### src/rtl/mem_port_arbiter.sv
// mem_port_arbiter: shares one single-outstanding memory port between an
// instruction-fetch requester and a data load/store requester. Data wins by
// default; a waiting fetch is forced through after STARVE_LIMIT consecutive
// data grants.
//
// state   | meaning
// --------+------------------------------------------------------------
// IDLE    | no transaction; arbitrate between fetch and data requests
// BUSY_IF | fetch transaction on the memory port, waiting for mem_ready
// BUSY_DM | data transaction on the memory port, waiting for mem_ready
// DONE    | ack cycle for the finished transaction; no arbitration
module mem_port_arbiter #(
  parameter int STARVE_LIMIT = 4
) (
  input  logic        clock,
  input  logic        reset,

  input  logic        if_req,
  input  logic [31:0] if_addr,
  output logic [31:0] if_rdata,
  output logic        if_ack,

  input  logic        dm_read,
  input  logic        dm_write,
  input  logic [31:0] dm_addr,
  input  logic [31:0] dm_wdata,
  input  logic [3:0]  dm_be,
  output logic [31:0] dm_rdata,
  output logic        dm_ack,

  output logic        mem_req,
  output logic        mem_we,
  output logic [31:0] mem_addr,
  output logic [31:0] mem_wdata,
  output logic [3:0]  mem_be,
  input  logic [31:0] mem_rdata,
  input  logic        mem_ready
);

  localparam int CntW = (STARVE_LIMIT < 1) ? 1 : $clog2(STARVE_LIMIT + 1);
  localparam logic [CntW-1:0] CntMax = CntW'(STARVE_LIMIT);

  typedef enum logic [1:0] {
    IDLE    = 2'd0,
    BUSY_IF = 2'd1,
    BUSY_DM = 2'd2,
    DONE    = 2'd3
  } stateT;

  stateT           state;
  logic [CntW-1:0] starveCnt;
  logic            dataReq;
  logic            fetchStarved;

  // Request qualification used by the IDLE arbitration.
  always_comb begin
    dataReq      = dm_read | dm_write;
    fetchStarved = if_req && (starveCnt == CntMax);
  end

  // Arbitration FSM with registered memory-port and requester outputs.
  always_ff @(posedge clock or negedge reset) begin
    if (!reset) begin
      state     <= IDLE;
      starveCnt <= '0;
      mem_req   <= 1'b0;
      mem_we    <= 1'b0;
      mem_addr  <= '0;
      mem_wdata <= '0;
      mem_be    <= '0;
      if_ack    <= 1'b0;
      dm_ack    <= 1'b0;
      if_rdata  <= '0;
      dm_rdata  <= '0;
    end else begin
      // acks are single-cycle pulses; only a completion below re-asserts one
      if_ack <= 1'b0;
      dm_ack <= 1'b0;
      case (state)
        IDLE: begin
          if (dataReq && !fetchStarved) begin
            state     <= BUSY_DM;
            mem_req   <= 1'b1;
            // read+write together is treated as a store
            mem_we    <= dm_write;
            mem_addr  <= dm_addr;
            mem_wdata <= dm_wdata;
            mem_be    <= dm_be;
            if (!if_req)
              starveCnt <= '0;
            else if (starveCnt != CntMax)
              starveCnt <= starveCnt + 1'b1;
          end else if (if_req) begin
            state     <= BUSY_IF;
            mem_req   <= 1'b1;
            mem_we    <= 1'b0;
            mem_addr  <= if_addr;
            mem_wdata <= '0;
            mem_be    <= 4'hF;
            starveCnt <= '0;
          end
        end
        BUSY_IF: begin
          if (mem_ready) begin
            state    <= DONE;
            mem_req  <= 1'b0;
            mem_we   <= 1'b0;
            if_rdata <= mem_rdata;
            if_ack   <= 1'b1;
          end
        end
        BUSY_DM: begin
          if (mem_ready) begin
            state   <= DONE;
            mem_req <= 1'b0;
            mem_we  <= 1'b0;
            // stores leave the load-data register untouched
            if (!mem_we)
              dm_rdata <= mem_rdata;
            dm_ack  <= 1'b1;
          end
        end
        DONE: begin
          state <= IDLE;
        end
        default: begin
          state <= IDLE;
        end
      endcase
    end
  end

endmodule

### config.mk
export PLATFORM = sky130hd
export DESIGN_NAME = mem_port_arbiter
export DESIGN_NICKNAME = d
export VERILOG_FILES = /design/src/rtl/mem_port_arbiter.sv
export SDC_FILE = /design/constraint.sdc
export NUM_CORES = 1
export LEC_CHECK = 0
export ABC_AREA = 1
export CAP_MARGIN = 20
export CORE_ASPECT_RATIO = 0.9
export CORE_UTILIZATION = 43
export CTS_BUF_LIST = sky130_fd_sc_hd__clkbuf_4 sky130_fd_sc_hd__clkbuf_8
export DETAILED_ROUTE_END_ITERATION = 6
export PLACE_DENSITY_LB_ADDON = 0.25
export SETUP_SLACK_MARGIN = 0.3
export SYNTH_ARGS = -nofsm -noshare
export SYNTH_HDL_FRONTEND = slang
export SYNTH_SLANG_ARGS = --single-unit
export TNS_END_PERCENT = 10
### constraint.sdc
create_clock -name clock -period 2.4 [get_ports clock]
set_clock_uncertainty 0.2 [all_clocks]
set_input_delay 0.36 -clock clock [delete_from_list [all_inputs] [get_ports clock]]
set_output_delay 0.36 -clock clock [all_outputs]
set_load 0.02 [all_outputs]
==> out/results.ini <==
[pwr]
peakVddDrop_uv = 682
switching_share_pct = 40.4
power_leakage_nw = 4.64
clkPwrFrac_pct = 15.7
switchingPower_mw = 4.87
p_int_mw = 7.18
combPwrFrac_pct = 50.6
p_seq_share_pct = 33.7
power_per_cell_area_nw_per_um2 = 1270

[synthesis]
avgSynthCellArea_um2 = 8.58
yosysSeqAreaShare_pct = 57.9
syn_area_um2 = 6090
yosysWarnings = 0
ys_top_cells_by_area = dfrtp_1, nand2_1, nand3_1
synthArstFlopShare_pct = 100
synth_cell_types = 17
ys.flop_type = dfrtp_1
syn_nets = 855
yosysMostFrequentCell = nand2_1
synth_edf_count = 0
synthTopCellsByCount = nand2_1, dfrtp_1, inv_1
synth_cells = 710
yosys.area.top_type = dfrtp_1
yosys_register_bits = 141
yosysTopAreaCellShare_pct = 57.9

[setup_path]
end_kind = output pin
arrival_ns = 1.46
r2r_slack_ns = 0.50
critical_path_buf_inv_count = 1
crit_family = buffers and inverters
slowest_delay_ns = 0.64
critPathKind = flip-flop to output pin
crit_required_ns = 1.84
crit_path_start_kind = flip-flop
worstPathCellList = clkdlybuf4s50_1
crit_fanout = 3
critPathSlowestCell = clkdlybuf4s50_1

[place]
io_buffers = 273
routabilityCongestion = 0.791
dp_hpwl_um = 11400
post_dp_cell_area_um2 = 9050
post-place-ws_ns = 0.283

[cts]
post_cts_resize_count = 0
cts_setup_buffers = 0
h-tree-depth = 4
clock-root-buffer = clkbuf_8
clockBufferDepth = 2
cts_sinks = 141
postCtsHoldBufs = 1
clk_latency_ns = 0.44
cts_tree = yes
cts_buffers = 17
cts.clk_slew.worst_paths_ns = 0.08

[sta]
final_hold_viol_count = 0
tightest_slew_ns = 0.529
rsz0062_at_grt = false
relSlewSlack_pct = 64.7
post-route-period-util_pct = 84.1
max_clock_freq_ghz = 0.496
setup_ws_ns = 0.383
slew_viol_final = 0
period_needed_ns = 2.02
setup_viol = 0
setup_tns_ns = 0

[die]
core-area_um2 = 13600
initial_core_util_pct = 44.9
dieHeight_um = 115
num_rows = 40
die_x_um = 127
die_area_um2 = 14600
io-pin-count = 274

[cells_and_area]
finalInstanceArea_um2 = 9460
fill_cells = 1099
layout.nets = 1119
syn_to_final_growth_pct = 55.3
drive_gt1_share_pct = 5.47
antennaDiodeCount = 0
layout.core_utilization_pct = 69.7

[detailed_routing]
drt_pass1_iterations = 4
drc = 0
drtIter0Drc = 380
drtAntennaViolNets = 0
via_count = 5469
wl_um = 16100
drt-wirelength-per-cell_um = 13.7
via_per_inst = 4.65

[global_routing]
grt_max_degree = 70
globalRouteOverflowTotal = 0
antenna_found_initial = 0
first_global_vias = 5125
track_usage_pct = 22.7
grt_pass1_wl_um = 25600

[outcome]
status = finished, final reports clean

[job]
max-cap-violations = 0

[worst_hold_path]
hold_class = primary input to async pin

-- final timing paths --
check                         startpoint  depth (start not counted)            end
min in group clock           dm_wdata[1]                          3   mem_wdata[1]
min                                reset                          2   mem_addr[17]
max in group asynchronous          reset                          3    dm_rdata[8]
max reg2reg                     state[0]                          7   dm_rdata[26]
max                               mem_we                          1         mem_we
min reg2reg                mem_wdata[21]                          2  mem_wdata[21]
-- layout make-up --
class,count,area (um^2),area share (%)
repair buffers,286,2920,30.9
clock inverters,15,163,1.72
inverters,81,304,3.21
multi-input cells,447,2070,21.9
well taps,189,236,2.50
flip-flops and latches,141,3530,37.3
clock buffers,17,234,2.47
-- registers in the layout, indices dropped and copies added (netlist names) --
register / flops
dm_ack: 1
dm_rdata: 32
if_ack: 1
if_rdata: 32
mem_addr: 32
mem_be: 4
mem_req: 1
mem_wdata: 32
mem_we: 1
starveCnt: 3
state: 2
-- cells by family after synthesis --
group,after synthesis,share of synthesized area [%]
flops,141,57.9
compound gates,69,5.77
fa+ha+maj,7,1.44
buf+inv,122,8.22
simple gates,371,26.6
-- power groups by stage --
stage	clock network, mW	registers (mW)	logic [mW]
after floorplan	0	5.35	1.82
after global placement	0	4.08	6.04
after detailed placement	0	4.09	6.16
after CTS	1.95	4.07	6.17
after global routing	2.06	4.19	6.61
final	1.89	4.06	6.09
-- through the flow --
| stage | power (mW) | hold slack (ns) | cells |
|---|---|---|---|
| after floorplan | 7.18 | -0.136 | 710 |
| after global placement | 10.1 | 0.0666 | 1143 |
| after detailed placement | 10.2 | 0.0670 | 1143 |
| after CTS | 12.2 | 0.142 | 1176 |
| after global routing | 12.9 | 0.170 | 1176 |
| final | 12.0 | 0.159 | 1176 |
-- per-layer routing --
metal | track usage (%) | part of all wire [%] | vias up | routed length [um]
met2 | 37.1 | 49 | 188 | 7930
met1 | 28.1 | 42 | 2506 | 6730
met3 | 6.28 | 6.4 | 29 | 1030
li1 | - | - | 2746 | -
met5 | 0 | 0 | - | 0
met4 | 10.7 | 2.5 | 0 | 401
-- cell usage in the layout (no fill, tap or decap), types with 5 or more instances in the layout --
master / Yosys / routed
clkbuf_8: 0 / 17
nand3b_1: 32 / 32
clkdlybuf4s50_1: 0 / 272
buf_12: 0 / 7
ha_1: 7 / 7
inv_1: 78 / 78
buf_4: 3 / 5
o21ai_0: 68 / 68
dfrtp_1: 141 / 141
nand3_1: 68 / 68
nand2_1: 260 / 259
(Power assumes the default switching activity.)
